**config.mk**
```make
export PLATFORM = sky130hd
export DESIGN_NAME = nn_result_uart_tx_flat
export DESIGN_NICKNAME = d
export VERILOG_FILES = /design/src/rtl/nn_uart_pkg.sv /design/src/rtl/nn_result_uart_tx_if.sv /design/src/rtl/uart_tx_byte.sv /design/src/rtl/nn_result_uart_tx.sv /design/src/flat_wrapper.sv
export SDC_FILE = /design/constraint.sdc
export NUM_CORES = 1
export LEC_CHECK = 0
export CORE_MARGIN = 2
export CORE_UTILIZATION = 35
export DETAILED_ROUTE_END_ITERATION = 8
export PLACE_DENSITY = 0.66
export RECOVER_POWER = 25
export REMOVE_ABC_BUFFERS = 1
export SYNTH_ARGS = -nofsm -noshare
export SYNTH_HDL_FRONTEND = slang
export SYNTH_HIERARCHICAL = 1
export SYNTH_SLANG_ARGS = --single-unit
```
**constraint.sdc**
```tcl
create_clock -name clk -period 2.95 [get_ports clk]
set_clock_uncertainty 0.1 [all_clocks]
set_input_delay 0.4425 -clock clk [delete_from_list [all_inputs] [get_ports clk]]
set_output_delay 0.4425 -clock clk [all_outputs]
set_load 0.03 [all_outputs]
```
**src/rtl/nn_uart_pkg.sv**
```systemverilog
// Shared UART definitions for the NN result path: byte FSM states, ASCII codes and the default
// bit period used by both the image-receive and result-transmit UARTs.
package nn_uart_pkg;

  localparam int unsigned DEFAULT_CLKS_PER_BIT = 4;

  localparam logic [7:0] ASCII_ZERO  = 8'h30;
  localparam logic [7:0] ASCII_QMARK = 8'h3F;
  localparam logic [7:0] ASCII_CR    = 8'h0D;
  localparam logic [7:0] ASCII_LF    = 8'h0A;

  typedef enum logic [1:0] {
    StIdle,
    StStart,
    StData,
    StStop
  } byte_state_e;

  // Classifier digits outside 0..9 are reported as '?'.
  function automatic logic [7:0] digit_to_ascii(input logic [3:0] digit);
    logic [7:0] ascii;
    if (digit <= 4'd9) ascii = ASCII_ZERO + {4'h0, digit};
    else ascii = ASCII_QMARK;
    return ascii;
  endfunction

endpackage

```
**src/rtl/nn_result_uart_tx_if.sv**
```systemverilog
// Valid/ready result handshake between the NN core (master) and the result UART (slave).
interface nn_result_uart_tx_if;

  logic       result_valid;
  logic [3:0] result_digit;
  logic       result_ready;

  modport master (
    output result_valid,
    output result_digit,
    input  result_ready
  );

  modport slave (
    input  result_valid,
    input  result_digit,
    output result_ready
  );

endinterface

```
**src/rtl/uart_tx_byte.sv**
```systemverilog
// 8N1 (or 8N2) byte serialiser. A start pulse latches the byte; done is high during the last
// stop cycle, where a new start chains the next byte with no idle gap.
module uart_tx_byte
  import nn_uart_pkg::*;
#(
  parameter int unsigned CLKS_PER_BIT = DEFAULT_CLKS_PER_BIT,
  parameter int unsigned STOP_BITS    = 1
) (
  input  logic       clk,
  input  logic       reset,
  input  logic       start,
  input  logic [7:0] data,
  output logic       done,
  output logic       tx
);

  localparam int unsigned CntW = (CLKS_PER_BIT > 1) ? $clog2(CLKS_PER_BIT) : 1;

  byte_state_e     state_q, state_d;
  logic [CntW-1:0] cnt_q, cnt_d;
  logic [2:0]      bit_q, bit_d;
  logic [7:0]      data_q, data_d;
  logic            stop_q, stop_d;
  logic            bit_end;

  assign bit_end = (cnt_q == CntW'(CLKS_PER_BIT - 1));

  always_ff @(posedge clk) begin
    if (reset) begin
      state_q <= StIdle;
      cnt_q   <= '0;
      bit_q   <= '0;
      data_q  <= '0;
      stop_q  <= 1'b0;
    end else begin
      state_q <= state_d;
      cnt_q   <= cnt_d;
      bit_q   <= bit_d;
      data_q  <= data_d;
      stop_q  <= stop_d;
    end
  end

  always_comb begin
    state_d = state_q;
    cnt_d   = cnt_q;
    bit_d   = bit_q;
    data_d  = data_q;
    stop_d  = stop_q;
    done    = 1'b0;
    tx      = 1'b1;
    unique case (state_q)
      StIdle: begin
        if (start) begin
          state_d = StStart;
          cnt_d   = '0;
          data_d  = data;
        end
      end
      StStart: begin
        tx = 1'b0;
        if (bit_end) begin
          state_d = StData;
          cnt_d   = '0;
          bit_d   = '0;
        end else begin
          cnt_d = cnt_q + 1'b1;
        end
      end
      StData: begin
        tx = data_q[bit_q];
        if (bit_end) begin
          cnt_d = '0;
          bit_d = bit_q + 3'd1;
          if (bit_q == 3'd7) begin
            state_d = StStop;
            stop_d  = 1'b0;
          end
        end else begin
          cnt_d = cnt_q + 1'b1;
        end
      end
      StStop: begin
        if (bit_end) begin
          cnt_d = '0;
          if (stop_q == 1'(STOP_BITS - 1)) begin
            done = 1'b1;
            if (start) begin
              state_d = StStart;
              data_d  = data;
            end else begin
              state_d = StIdle;
            end
          end else begin
            stop_d = 1'b1;
          end
        end else begin
          cnt_d = cnt_q + 1'b1;
        end
      end
      default: state_d = StIdle;
    endcase
  end

endmodule

```
**src/rtl/nn_result_uart_tx.sv**
```systemverilog
// Sends the classifier digit to the host as ASCII over UART. Define NN_RESULT_CRLF_EN to follow
// the digit with CR LF; otherwise the message is the single digit character.
module nn_result_uart_tx
  import nn_uart_pkg::*;
#(
  parameter int unsigned CLKS_PER_BIT = DEFAULT_CLKS_PER_BIT,
  parameter int unsigned STOP_BITS    = 1
) (
  input  logic                clk,
  input  logic                reset,
  nn_result_uart_tx_if.slave  res,
  output logic                tx,
  output logic                tx_busy,
  output logic                frame_done
);

`ifdef NN_RESULT_CRLF_EN
  localparam int unsigned NumBytes = 3;
`else
  localparam int unsigned NumBytes = 1;
`endif

  logic       busy_q, busy_d;
  logic       done_q, done_d;
  logic [1:0] idx_q, idx_d;
  logic       accept;
  logic       byte_start;
  logic       byte_done;
  logic [7:0] byte_data;

  assign res.result_ready = ~busy_q;
  assign accept           = res.result_valid & ~busy_q;
  assign tx_busy          = busy_q;
  assign frame_done       = done_q;

  always_ff @(posedge clk) begin
    if (reset) begin
      busy_q <= 1'b0;
      done_q <= 1'b0;
      idx_q  <= '0;
    end else begin
      busy_q <= busy_d;
      done_q <= done_d;
      idx_q  <= idx_d;
    end
  end

  // The digit is encoded straight into the byte serialiser, which holds it for the whole byte.
  always_comb begin
    busy_d     = busy_q;
    idx_d      = idx_q;
    done_d     = 1'b0;
    byte_start = 1'b0;
    byte_data  = digit_to_ascii(res.result_digit);
    if (accept) begin
      busy_d     = 1'b1;
      idx_d      = '0;
      byte_start = 1'b1;
    end else if (busy_q && byte_done) begin
      if (idx_q == 2'(NumBytes - 1)) begin
        busy_d = 1'b0;
        done_d = 1'b1;
      end else begin
        idx_d      = idx_q + 2'd1;
        byte_start = 1'b1;
        byte_data  = (idx_q == 2'd0) ? ASCII_CR : ASCII_LF;
      end
    end
  end

  uart_tx_byte #(
    .CLKS_PER_BIT (CLKS_PER_BIT),
    .STOP_BITS    (STOP_BITS)
  ) u_byte (
    .clk   (clk),
    .reset (reset),
    .start (byte_start),
    .data  (byte_data),
    .done  (byte_done),
    .tx    (tx)
  );

endmodule

```
**src/flat_wrapper.sv**
```systemverilog
// flat-port wrapper written by rule: the top's interface ports become plain ports
module nn_result_uart_tx_flat import nn_uart_pkg::*;
#(
  parameter int unsigned CLKS_PER_BIT = DEFAULT_CLKS_PER_BIT,
  parameter int unsigned STOP_BITS    = 1
)
  (clk, reset, tx, tx_busy, frame_done, res_result_valid, res_result_digit, res_result_ready);
  nn_result_uart_tx_if res_i ();
  input  logic clk;
  input  logic reset;
  output logic tx;
  output logic tx_busy;
  output logic frame_done;
  input wire logic [$bits(res_i.result_valid)-1:0] res_result_valid;
  input wire logic [$bits(res_i.result_digit)-1:0] res_result_digit;
  output wire logic [$bits(res_i.result_ready)-1:0] res_result_ready;
  assign res_i.result_valid = res_result_valid;
  assign res_i.result_digit = res_result_digit;
  assign res_result_ready = res_i.result_ready;
  nn_result_uart_tx #(.CLKS_PER_BIT(CLKS_PER_BIT), .STOP_BITS(STOP_BITS)) u_core (.clk(clk), .reset(reset), .res(res_i), .tx(tx), .tx_busy(tx_busy), .frame_done(frame_done));
endmodule
```
## Word level (Yosys, flattened, before mapping)

Cells that the tools add are included.
Widths: inputs -> output; s select.

| word-level totals | value |
|---|---|
| register bits | 20 |
| output and inout bits | 4 |
| logic and storage cells | 86 |

| cells by class | value |
|---|---|
| add/sub/neg operators | 4 |
| $lt $le $gt $ge | 2 |
| equality and inequality tests | 11 |
| mux-type cells | 40 |
| bitwise operators | 4 |
| reduce and logical (&&, ||, !) cells | 17 |

Operators with widths:

| kind | number |
|---|---|
| $mux 8 | 7 |
| $mux 1 | 16 |
| $mux 2 | 8 |
| $pmux 8 s2 | 1 |
| $ne 2x2->1 const B | 5 |
| $reduce_bool 2->1 | 5 |
| $pmux 2 s4 | 1 |
| $add 6x4->7 const A | 1 |
| $eq 2x2->1 const B | 3 |
| $mux 3 | 2 |
| $pmux 3 s2 | 1 |
| $reduce_and 3->1 | 2 |
| $reduce_and 6->1 | 1 |
| $reduce_or 3->1 | 2 |
| $add 2x1->2 const B | 2 |
| $le 4x4->1 const B | 1 |
| $logic_not 2->1 | 2 |
| $lt 3x4->1 const B | 1 |
| $pmux 1 s2 | 2 |
| $pmux 2 s2 | 1 |
| $reduce_and 2->1 | 2 |
| $reduce_and 4->1 | 1 |
| $add 3x1->3 const B | 1 |
| $bmux 1 s3 | 1 |
| other kinds (7) | 9 |

## Logic depth before layout (Yosys ltp)

Gate-level depths: netlist of run 1.

| depth | value |
|---|---|
| word-level depth | 10 |
| mapped depth | 9 |
| depth with buffers taken out | 9 |

## Modules after synthesis

Netlist of run 1, hierarchy kept.

By module, submodules not included:

| module | times used | cells each | area each (um2) | sequential area each (um2) |
|---|---|---|---|---|
| uart_tx_byte | 1 | 79 | 790.8 | 300.3 |
| nn_result_uart_tx | 1 | 29 | 231.5 | 80.1 |

## Worst setup path after synthesis of run 1

No wires, ideal clock.

| timing | value |
|---|---|
| path kind | register to register |
| start point | register u_core.u_byte.cnt_q[0] |
| end point | register u_core.u_byte.state_q[0] |
| arrival time | 1,805 ps |
| data required time | 2,763 ps |
| setup slack | 958 ps |
| cell stages (with the launch flop) | 10 |
| path buffers | 0 |
| cells stage by stage | dfxtp_1 > ha_1 > and2_4 > nand3b_4 > clkinv_1 > or2_1 > nand2b_1 > o221ai_2 > or3_1 > o31ai_1 |

| between the ends | value |
|---|---|
| longest elaborated chain between the ends | 10 |

RTL lines:

| what | line | RTL |
|---|---|---|
| start: declaration | uart_tx_byte.sv:20 | `logic [CntW-1:0] cnt_q, cnt_d;` |
| start signal: assignment | uart_tx_byte.sv:37 | `cnt_q <= cnt_d;` |
| $eq 2x2->1 (*) | uart_tx_byte.sv:26 | `assign bit_end = (cnt_q == CntW'(CLKS_PER_BIT - 1));` |
| $mux 1 (*) | uart_tx_byte.sv:84 | `if (bit_end) begin` |
| $mux 1 (*) | uart_tx_byte.sv:52 | `unique case (state_q)` |
| named net u_core.byte_done | nn_result_uart_tx.sv:28 | `logic byte_done;` |
| $logic_and 1x1->1 (*) | nn_result_uart_tx.sv:59 | `end else if (busy_q && byte_done) begin` |
| $mux 1 (*) | nn_result_uart_tx.sv:59 |  |
| $mux 1 (*) | nn_result_uart_tx.sv:55 | `if (accept) begin` |
| named net u_core.byte_start | nn_result_uart_tx.sv:27 | `logic byte_start;` |
| $mux 1 | uart_tx_byte.sv:88 | `if (start) begin` |
| $mux 2 | uart_tx_byte.sv:86 | `if (stop_q == 1'(STOP_BITS - 1)) begin` |
| $mux 2 | uart_tx_byte.sv:84 |  |
| $pmux 2 s4 | uart_tx_byte.sv:52 |  |
| end signal: assignment | uart_tx_byte.sv:30 | `state_q <= StIdle;` |
| end signal: assignment | uart_tx_byte.sv:36 | `state_q <= state_d;` |
| end: declaration | uart_tx_byte.sv:19 | `byte_state_e state_q, state_d;` |

The timed path passes the listed nets; every way through them passes the cells marked *. The select of a mux whose other input is x is not followed.
A chain may end at the register's enable or synchronous reset.

## Worst setup path after layout of run 1

| timing | value |
|---|---|
| start point | register u_core.u_byte.bit_q[0] |
| end point | output tx |

| between the ends | value |
|---|---|
| longest elaborated chain between the ends | 3 |

RTL lines:

| what | line | RTL |
|---|---|---|
| start: declaration | uart_tx_byte.sv:21 | `logic [2:0] bit_q, bit_d;` |
| start signal: assignment | uart_tx_byte.sv:38 | `bit_q <= bit_d;` |
| $bmux 1 s3 | uart_tx_byte.sv:71 | `tx = data_q[bit_q];` |
| $mux 1 (not written as such) | uart_tx_byte.sv:71 |  |
| $pmux 1 s2 | uart_tx_byte.sv:52 |  |
| end: declaration | flat_wrapper.sv:11 | `output logic tx;` |

Every way passes these cells. The select of a mux whose other input is x is not followed.

==> results of run 1 <==
[worst reg2reg max path: stages, from the launching register on]
cell	delay (ns)
dfxtp_1	0.37
ha_1	0.32
and2_4	0.24
nand3b_4	0.13
clkinv_1	0.10
or2_1	0.22
nand2b_1	0.16
o221ai_2	0.12
or3_1	0.36
o31ai_1	0.07
[Yosys cell counts]
| master | count | share of area |
|---|---|---|
| a21oi_1 | 7 | 0.034 |
| a311oi_1 | 1 | 0.0086 |
| a31oi_1 | 1 | 0.0061 |
| a32oi_1 | 2 | 0.017 |
| and2_4 | 1 | 0.0086 |
| and2b_4 | 1 | 0.0098 |
| buf_6 | 1 | 0.011 |
| clkbuf_1 | 1 | 0.0037 |
| clkinv_1 | 1 | 0.0037 |
| conb_1 | 1 | 0.0037 |
| dfxtp_1 | 19 | 0.37 |
| ha_1 | 9 | 0.11 |
| inv_1 | 7 | 0.026 |
| inv_2 | 1 | 0.0037 |
| mux2i_1 | 12 | 0.12 |
| mux4_2 | 1 | 0.022 |
| nand2_1 | 3 | 0.011 |
| nand2b_1 | 3 | 0.018 |
| nand3_1 | 2 | 0.0098 |
| nand3b_1 | 1 | 0.0073 |
| nand3b_4 | 1 | 0.020 |
| nor2_1 | 16 | 0.059 |
| nor2b_1 | 1 | 0.0061 |
| nor3_1 | 4 | 0.020 |
| nor3_2 | 1 | 0.0098 |
| o2111ai_1 | 1 | 0.0086 |
| o21ai_0 | 2 | 0.0098 |
| o21ai_1 | 1 | 0.0049 |
| o21ai_4 | 1 | 0.016 |
| o221ai_2 | 1 | 0.015 |
| o31ai_1 | 1 | 0.0073 |
| or2_1 | 1 | 0.0061 |
| or3_1 | 1 | 0.0061 |
| xnor2_1 | 1 | 0.0086 |
[flip-flops by register name, indices dropped and copies added, names as in the netlist]
register / count
u_core/tx_busy: 1
u_core/frame_done: 1
u_core/u_byte/cnt_q: 2
u_core/u_byte/data_q: 8
u_core/u_byte/bit_q: 3
u_core/u_byte/state_q: 2
u_core/idx_q: 2
[report_power, final]
group	internal (mW)	switching, mW
combinational	0.138	0.152
clock	0.0504	0.0805
sequential	0.294	0.0270
[cells by family (layout without fill, tap and decap cells)]
logic type	count (synthesis)	in the layout	synth area share
and+or+nand+nor	36	36	0.191
muxes	13	13	0.140
buffers and inverters	11	23	0.0477
other	1	2	0.00367
AOI/OAI and AO/OA	18	18	0.127
DFF	19	19	0.372
xor gates and xnor gates	1	1	0.00857
adders and majority gates	9	9	0.110
[metrics by stage]
step / utilization / hold WS [ns] / area [um2] / total power [mW]
after floorplan: - / 0.345 / 1010 / 0.544
after global placement: 0.417 / 0.358 / 1150 / 0.607
after detailed placement: 0.417 / 0.371 / 1150 / 0.614
after CTS: 0.427 / 0.386 / 1180 / 0.749
after global routing: 0.427 / 0.416 / 1180 / 0.795
final: 0.427 / 0.382 / 1180 / 0.741
[worst max-delay path by stage]
stage                                   startpoint                                     to  slack (ns)  cells after the start
3_3_place_gp   u_core/u_byte/bit_q[0]$_SDFFE_PP0P_                                     tx        0.60                      4
3_5_place_dp   u_core/u_byte/bit_q[0]$_SDFFE_PP0P_                                     tx        0.54                      4
6_report       u_core/u_byte/bit_q[0]$_SDFFE_PP0P_                                     tx        0.20                      4
5_1_grt        u_core/u_byte/bit_q[0]$_SDFFE_PP0P_                                     tx        0.06                      4
4_1_cts        u_core/u_byte/bit_q[0]$_SDFFE_PP0P_                                     tx        0.19                      4
2_1_floorplan  u_core/u_byte/cnt_q[0]$_SDFFE_PP0P_  u_core/u_byte/state_q[0]$_SDFFE_PP0P_        0.96                      9
[layout make-up]
type                       count  area (um2)  area share
clock buffer                   3        22.5      0.0191
clock inverter                 1        5.00     0.00425
inverter                       9        33.8      0.0287
multi-input combinational     79         597       0.507
sequential                    19         380       0.323
tap                           31        38.8      0.0329
timing repair buffer          10         100      0.0850
[layer usage]
metal | vias to the layer above | wire, um
met5 | - | 0
met4 | 0 | 12
met2 | 13 | 858
met1 | 362 | 851
li1 | 404 | -
met3 | 2 | 57
[cells in the final DEF, fill, tap and decap left out, drive strengths merged]
master         instances
a21oi                  7
a311oi                 1
a31oi                  1
a32oi                  2
and2                   1
and2b                  1
clkbuf                 3
clkdlybuf4s50          9
clkinv                 2
conb                   2
dfxtp                 19
dlygate4sd3            1
ha                     9
inv                    8
mux2i                 12
mux4                   1
nand2                  3
nand2b                 3
nand3                  2
nand3b                 2
nor2                  16
nor2b                  1
nor3                   5
o2111ai                1
o21ai                  4
o221ai                 1
o31ai                  1
or2                    1
or3                    1
xnor2                  1
==> key figures, run 1 <==
Setup path
  – CP startpoint kind: flip-flop
  – Cell Chain, Critical Path: mux4_2 -> o2111ai_1 -> o21ai_1 -> clkdlybuf4s50_1
  – R2R depth: 9
  – Reg2reg start: u_core/u_byte/cnt_q[0]$_SDFFE_PP0P_
  – Crit Path Category: reg -> out
  – R2R Path End: u_core/u_byte/state_q[0]$_SDFFE_PP0P_
  – Max incr delay on CP: 0.59 ns
  – Worst Path Arrival: 2.20 ns
  – CP Buf/Inv Count: 1
  – Critical Path RT: 2.41 ns
  – CP max FO: 6
  – Capturing element type of the critical path: output pin
  – CP top delay family: buffers and inverters
  – Slowest CP cell: clkdlybuf4s50_1
  – Worst R2R Setup Slack: 0.70 ns

Clock network
  – Post-CTS resize count: 0
  – Cts bufs inserted: 3
  – CTS HTree Levels: 1
  – CTS root buf: clkbuf_4
  – Clk sinks: 19
  – Clock transition at path regs: 0.12 ns
  – Postcts setup bufs: 0
  – CTS Hold Bufs: 0
  – Skew-Pair Late Insertion Delay: 0.29 ns
  – Clk buf depth: 2
  – TritonCTS clock tree: yes

Hold path
  – Hold path depth: 2
  – Hold endpoint: u_core/u_byte/cnt_q[1]$_SDFFE_PP0P_
  – Min-delay src: u_core/u_byte/cnt_q[1]$_SDFFE_PP0P_
  – Worst hold-check path type: reg -> reg

Yosys
  – FF+latch count, synth: 19
  – Synth Instances: 108
  – Mapped Area: 1020 um2
  – Synth Warn #: 6
  – Netlist cell types: 34
  – Share of the yosys chip area belonging to registers: 0.372
  – Syn avg cell area: 9.47 um2

Pwr
  – Cell Pwr Density: 629 nW/um2
  – VDD IR max: 0.408 mV
  – P_leak: 0.525 nW

Placed design
  – DP Wirelength: 1330 um
  – I/O Buffers: 10
  – Place WS: 0.544 ns
  – Dpl cells: 148
  – Placer congestion estimate: 0.753

Detailed routing
  – DRT Pass-1 Iters: 4
  – Drt wl/cell: 11.7 um
  – Vias: 781
  – Final WL: 1780 um
  – Initial DRC Count: 11
  – Remaining antenna violation count: 0
  – Number of vias per cell: 5.14
  – DRC Markers: 0

Floorplanning
  – Full die area: 3370 um2
  – Width of the die: 58.0 um
  – Vert. Die Dim: 58.0 um
  – Row cnt: 19
  – Core Area: 2760 um2
  – Num ports: 11
  – Initial Util: 0.371

STA
  – Period utilization: 0.931
  – Max Clock Freq: 364 MHz
  – Max-slew violation count: 0
  – Fin crit period: 2.75 ns
  – Setup violations, final: 0
  – Max-slew headroom: 0.512
  – Final Hold Fails: 0
  – Worst slew pin tran: 0.729 ns
  – RSZ-0062 raised after global routing: false
  – Final setup margin: 0.204 ns
  – Setup TNS: 0 ns

Cells and area
  – Share of cells above drive strength 1: 0.0992
  – Final Net Count: 138
  – Area grow syn2layout: 15.2%
  – Fin cells: 152
  – # fillers: 261
  – Antenna Cells: 0

Global route
  – Grt ovf: 0
  – Vias in the first global route: 695
  – Total track usage: 0.117
  – Largest net degree at the start of global routing: 21
  – Initial antenna violation count: 0
  – GR Util met1: 0.156
  – GR Util met3: 0.0134
  – GR peak layer: met2
  – First-pass GRT wire length: 3130 um
  – GR Util met2: 0.195

Job
  – Max cap viols: 0

Status
  – Status: complete, no violations
Power figures use the tool's default switching activity.
==> run 2, diff against run 1 <==
--- a/config.mk
+++ b/config.mk
@@ -7,6 +7,7 @@
 export LEC_CHECK = 0
 export CORE_MARGIN = 2
 export CORE_UTILIZATION = 35
+export CTS_BUF_LIST = sky130_fd_sc_hd__clkbuf_4
 export DETAILED_ROUTE_END_ITERATION = 8
 export PLACE_DENSITY = 0.66
 export RECOVER_POWER = 25
==> results of run 2 <==
Final layout, timing and power as in run 1 (identical DEF).
==> run 3, diff against run 2 <==
--- a/config.mk
+++ b/config.mk
@@ -5,7 +5,6 @@
 export SDC_FILE = /design/constraint.sdc
 export NUM_CORES = 1
 export LEC_CHECK = 0
-export CORE_MARGIN = 2
 export CORE_UTILIZATION = 35
 export CTS_BUF_LIST = sky130_fd_sc_hd__clkbuf_4
 export DETAILED_ROUTE_END_ITERATION = 8
==> run 3 against run 2 <==
Global-route usage grew 1.0 points. Die area shrank 6.8%. Utilization shrank 0.18 points. Worst setup slack gained 0.0029 ns. Largest cell class unchanged. Maximum frequency grew 0.10%.
==> key figures, run 3 (synthesis gave the netlist of run 1 again) <==
STA
  – Period utilization: 0.930 (-0.000973)
  – RSZ-0062 raised after global routing: false
  – Max-slew violation count: 0 (unchanged)
  – Setup TNS: 0 ns (unchanged)
  – Final Hold Fails: 0 (unchanged)
  – Worst slew pin tran: 0.571 ns (-0.158 ns)
  – Max Clock Freq: 365 MHz (+0.10%)
  – Setup violations, final: 0 (unchanged)
  – Max-slew headroom: 0.618 (+0.106)
  – Fin crit period: 2.74 ns (-0.00287 ns)
  – Hold Slack: 0.390 ns (+0.00738 ns)

Clock network
  – CTS HTree Levels: 1 (unchanged)
  – Cts bufs inserted: 3 (unchanged)
  – Post-CTS resize count: 0 (unchanged)
  – Clock transition at path regs: 0.11 ns (about the same)
  – Skew-Pair Late Insertion Delay: 0.29 ns (about the same)
  – Clk buf depth: 2 (unchanged)
  – TritonCTS clock tree: yes
  – CTS root buf: clkbuf_4
  – Clk sinks: 19 (unchanged)
  – CTS Hold Bufs: 0 (unchanged)
  – Postcts setup bufs: 0 (unchanged)

Setup path
  – Cell Chain, Critical Path: mux4_2 -> o2111ai_1 -> o21ai_1 -> clkdlybuf4s50_1
  – Max incr delay on CP: 0.60 ns (about the same)
  – CP startpoint kind: flip-flop
  – R2R depth: 9 (unchanged)
  – Critical Path RT: 2.41 ns (about the same)
  – Crit Path Category: reg -> out
  – Capturing element type of the critical path: output pin
  – Worst Path Arrival: 2.20 ns (about the same)
  – CP max FO: 6 (unchanged)
  – Slowest CP cell: clkdlybuf4s50_1

Detailed routing
  – DRC Markers: 0 (unchanged)
  – Remaining antenna violation count: 0 (unchanged)
  – Final WL: 1890 um (+6.1%)
  – DRT Pass-1 Iters: 4 (unchanged)
  – Number of vias per cell: 5.22 (+1.5%)
  – Vias: 798 (+2.2%)
  – Drt wl/cell: 12.3 um (+5.4%)
  – Initial DRC Count: 27 (+16)

Floorplanning
  – Width of the die: 56.0 um (-3.4%)
  – Initial Util: 0.371 (unchanged)
  – Full die area: 3140 um2 (-6.8%)
  – Row cnt: 19 (unchanged)
  – Num ports: 11 (unchanged)
  – Core Area: 2760 um2 (unchanged)
  – Vert. Die Dim: 56.0 um (-3.4%)

Global route
  – Largest net degree at the start of global routing: 16 (-24%)
  – Initial antenna violation count: 0 (unchanged)
  – Vias in the first global route: 720 (+3.6%)
  – Grt ovf: 0 (unchanged)
  – First-pass GRT wire length: 3090 um (-1.1%)
  – Total track usage: 0.127 (+0.0101)

Cells and area
  – Share of cells above drive strength 1: 0.0902 (-0.00901)
  – Fin cells: 153 (+0.66%)
  – Antenna Cells: 0 (unchanged)
  – Max FFs per register: 8 (unchanged)
  – Most frequent cells in the layout: dfxtp_1 (19), nor2_1 (16), mux2i_1 (12)
  – Final Net Count: 139 (+0.72%)
  – Commonest non-fill, non-tap cell in the layout: dfxtp_1
  – Area grow syn2layout: 14.7%
  – Top flop regs: u_core/u_byte/data_q: 8 flops, u_core/u_byte/bit_q: 3 flops
  – Reg with most FFs: u_core/u_byte/data_q

Pwr
  – Tot Pwr: 0.754 mW (+1.7%)
  – P_leak: 0.505 nW (-3.9%)
  – Cell Pwr Density: 643 nW/um2 (+2.2%)
  – VDD IR max: 0.394 mV (-3.5%)

Job
  – Max cap viols: 0 (unchanged)

Hold path
  – Hold path depth: 2 (unchanged)
  – Worst hold-check path type: reg -> reg

Placed design
  – Placer congestion estimate: 0.774 (+2.8%)
  – Dpl cells: 149 (+0.68%)
  – DP Wirelength: 1430 um (+7.6%)
  – I/O Buffers: 10 (unchanged)

Status
  – Status: complete, no violations
-- run 3: cell types whose count changed in the layout (fill, tap and decap cells not counted), sizes merged --
cell	previous run	this run
dlygate4sd3	1	0
clkbuf	3	4
buf	0	1
clkinv	2	1
clkdlybuf4s50	9	10
-- run 3: final cells by class --
| class | instances | area, um2 |
|---|---|---|
| timing repair buffer | 11 | 108 |
| sequential | 19 | 380 |
| inverter | 9 | 33.8 |
| fill | 286 | 1590 |
| multi-input combinational | 79 | 582 |
| clock buffer | 4 | 30.0 |
| tap | 31 | 38.8 |
-- run 3: worst max-delay path, delay by kind of cell (launching register included) --
kind | cells | cell delay (ns)
buf+inv | 1 | 0.60
mux | 1 | 0.53
compound gates | 2 | 0.28
flops | 1 | 0.49
-- run 3: power breakdown --
part / total, mW / switching [mW] / leakage (nW) / internal (mW)
Combinational: 0.291 / 0.152 / 0.331 / 0.138
Sequential: 0.321 / 0.0276 / 0.155 / 0.294
Clock: 0.142 / 0.0799 / 0.0184 / 0.0618
-- run 3: per-layer routing --
metal | global-route usage | vias to the layer above | wire length, um
met5 | 0 | - | 0
li1 | - | 403 | -
met1 | 0.149 | 372 | 844
met4 | 0.0523 | 0 | 27
met2 | 0.221 | 19 | 957
met3 | 0.0279 | 4 | 60
-- run 3: path summary, 6_finish.rpt --
check	startpoint	end	slack, ns
worst min register to register	u_core/u_byte/cnt_q[1]$_SDFFE_PP0P_	u_core/u_byte/cnt_q[1]$_SDFFE_PP0P_	0.39
worst min-delay path	u_core/u_byte/cnt_q[1]$_SDFFE_PP0P_	u_core/u_byte/cnt_q[1]$_SDFFE_PP0P_	0.39
worst max register to register	u_core/u_byte/cnt_q[0]$_SDFFE_PP0P_	u_core/u_byte/state_q[0]$_SDFFE_PP0P_	0.32
worst max-delay path	u_core/u_byte/bit_q[0]$_SDFFE_PP0P_	tx	0.21
-- run 3: stage by stage --
step / instance area [um2] / worst slack [ns] / util
2_1_floorplan: 1010 / 0.958 / -
3_5_place_dp: 1160 / 0.537 / 0.420
5_1_grt: 1170 / 0.104 / 0.425
3_3_place_gp: 1160 / 0.601 / 0.420
4_1_cts: 1190 / 0.207 / 0.431
6_report: 1170 / 0.207 / 0.425
==> RTL change: new RTL, config.mk and constraints of run 1 <==
Build with the macro `NN_RESULT_CRLF_EN` defined.
--- a/src/rtl/nn_result_uart_tx.sv
+++ b/src/rtl/nn_result_uart_tx.sv
@@ -1,5 +1,7 @@
 // Sends the classifier digit to the host as ASCII over UART. Define NN_RESULT_CRLF_EN to follow
 // the digit with CR LF; otherwise the message is the single digit character.
+`define NN_RESULT_CRLF_EN
+
 module nn_result_uart_tx
   import nn_uart_pkg::*;
 #(
Formal check against the unedited RTL: no difference found for any inputs over 10 cycles, from zero or initial values and one cycle with reset high; that may be too few to reach the edited logic, so the function may still have changed.
==> RTL change against run 1 <==
  * Sequential cell count stayed put
  * Wire length is 8.8% higher
  * Non-clock buffer count is 1 higher
  * Power is 0.50% higher
  * Die area is 2.0% higher
  * Combinational power hardly changed
  * Worst setup slack better by 0.032 ns
  * Largest power group unchanged
  * Synthesized area is 2.2% higher
  * Final area is 2.3% higher
==> RTL change: results (changes against run 1) <==
<table>
<tr><th>Metric</th><th>Value</th></tr>
<tr><th colspan="2">Yosys</th></tr>
<tr><td>Sequential-to-total area share from yosys stat</td><td>36.41% (-0.80 points)</td></tr>
<tr><td>Unique cell type count in the Yosys netlist</td><td>31 (-8.8%)</td></tr>
<tr><td>Most frequent cells after synthesis</td><td>sky130_fd_sc_hd__dfxtp_1 (19), sky130_fd_sc_hd__nor2_1 (17), sky130_fd_sc_hd__mux2i_1 (13)</td></tr>
<tr><td>Leading cell types by total area after synthesis</td><td>sky130_fd_sc_hd__dfxtp_1 (36%), sky130_fd_sc_hd__mux2i_1 (12%), sky130_fd_sc_hd__ha_1 (12%), sky130_fd_sc_hd__nor2_1 (6.1%), sky130_fd_sc_hd__a21oi_1 (3.4%)</td></tr>
<tr><td>Cells after synthesis</td><td>110 (+1.9%)</td></tr>
<tr><th colspan="2">Power</th></tr>
<tr><td>Net switching power</td><td>261.9 uW (+1.1%)</td></tr>
<tr><td>Leakage power</td><td>0.0005456 uW (+3.9%)</td></tr>
<tr><td>Peak supply drop</td><td>0.0002336 V (-43%)</td></tr>
<tr><th colspan="2">Hold path</th></tr>
<tr><td>Class of the worst hold path</td><td>flop to flop</td></tr>
<tr><th colspan="2">Clock tree</th></tr>
<tr><td>CTS Buffer Depth</td><td>2 (unchanged)</td></tr>
<tr><td>Post-CTS Setup Repair Bufs</td><td>0 (unchanged)</td></tr>
<tr><th colspan="2">Detailed routing</th></tr>
<tr><td>Routed length per placed instance</td><td>12.50 um (+6.7%)</td></tr>
<tr><td>Initial DRC Count</td><td>24 (+13)</td></tr>
<tr><td>First-pass detailed-route iteration total</td><td>4 (unchanged)</td></tr>
<tr><td>Vias after detailed routing</td><td>814 (+4.2%)</td></tr>
<tr><td>Vias per inst</td><td>5.252 (+2.2%)</td></tr>
<tr><th colspan="2">Placed design</th></tr>
<tr><td>Detailed placement HPWL</td><td>1.450 mm (+9.0%)</td></tr>
<tr><td>Number of placed cells counting well taps</td><td>151 (+2.0%)</td></tr>
<tr><td>Final weighted congestion of routability-driven global placement</td><td>0.7125 (-5.3%)</td></tr>
<tr><th colspan="2">Final layout</th></tr>
<tr><td>Fill cell instance count of the final layout</td><td>279 (+6.9%)</td></tr>
<tr><td>Final net count</td><td>142 (+2.9%)</td></tr>
<tr><td>Fraction of final layout cells sized beyond drive strength 1</td><td>8.871% (-1.0 points)</td></tr>
<tr><th colspan="2">GRT</th></tr>
<tr><td>Pin count of the biggest net entering global routing</td><td>14 (-33%)</td></tr>
<tr><td>Vias in the first global route</td><td>823 (+18%)</td></tr>
<tr><td>Total global-route track usage</td><td>12.91% (+1.3 points)</td></tr>
<tr><td>Wire length of the first global-routing pass</td><td>3.401 mm (+8.8%)</td></tr>
<tr><th colspan="2">Outcome</th></tr>
<tr><td>Outcome</td><td>completed</td></tr>
<tr><th colspan="2">STA</th></tr>
<tr><td>Worst-Margin Slew</td><td>0.6027 ns (-0.1265 ns)</td></tr>
</table>
[RTL change: final cells by class]
class                           instances  share of cell area, %
Multi-Input combinational cell         81                  51.19
Sequential cell                        19                  31.57
Timing Repair Buffer                   11                  8.930
Tap cell                               31                  3.219
Inverter                                9                  2.804
Clock buffer                            3                  1.869
Clock inverter                          1                 0.4154
[RTL change: metal layers]
| layer | GRT usage (%) | wire, um | part of all wire, % |
|---|---|---|---|
| met3 | 1.978 | 57 | 2.9 |
| met1 | 17.01 | 965 | 50 |
| met4 | 6.818 | 18 | 0.93 |
| met2 | 20.39 | 895 | 46 |
| met5 | 0 | 0 | 0 |
[RTL change: power by group through the flow]
stage | Sequential (uW) | Clock [uW] | Combinational [uW]
5_1_grt | 329 | 147 | 321
4_1_cts | 322 | 139 | 292
2_1_floorplan | 321 | 0 | 223
3_5_place_dp | 328 | 0 | 289
6_report | 323 | 133 | 289
3_3_place_gp | 326 | 0 | 282
[RTL change: critical path: stages, from the launching register on]
cell and delay (ns):
sky130_fd_sc_hd__dfxtp_1 0.49, sky130_fd_sc_hd__mux4_2 0.53, sky130_fd_sc_hd__o2111ai_1 0.18, sky130_fd_sc_hd__o21ai_1 0.08, sky130_fd_sc_hd__clkdlybuf4s50_1 0.59
[RTL change: cell families (layout without fill, tap and decap cells)]
group / after synthesis / in the layout / share of synthesized area (%)
muxes: 14 / 14 / 14.61
xor gates and xnor gates: 1 / 1 / 0.8385
adders and majority gates: 10 / 10 / 11.98
AOI/OAI and AO/OA: 20 / 20 / 13.53
buffers and inverters: 11 / 24 / 4.670
and+or+nand+nor: 34 / 34 / 17.61
other: 1 / 2 / 0.3589
DFF: 19 / 19 / 36.41
[RTL change: stage by stage]
| step | setup slack, ns | area, um2 | power (uW) |
|---|---|---|---|
| final | 0.2360 | 1205 | 744.6 |
| after global placement | 0.5871 | 1180 | 607.8 |
| after CTS | 0.2090 | 1207 | 752.9 |
| after detailed placement | 0.5591 | 1180 | 617.6 |
| after floorplan | 0.9227 | 1033 | 544.6 |
| after global routing | 0.1449 | 1205 | 797.4 |
[RTL change: path summary, 6_finish.rpt]
path                          startpoint                  endpoint  slack [ns]  cells after the start
setup reg to reg  u_core/u_byte/cnt_q[0]  u_core/u_byte/state_q[0]        0.40                      8
hold / removal    u_core/u_byte/cnt_q[1]    u_core/u_byte/cnt_q[1]        0.38                      2
setup / recovery  u_core/u_byte/bit_q[0]                        tx        0.24                      4
hold reg to reg   u_core/u_byte/cnt_q[1]    u_core/u_byte/cnt_q[1]        0.38                      2
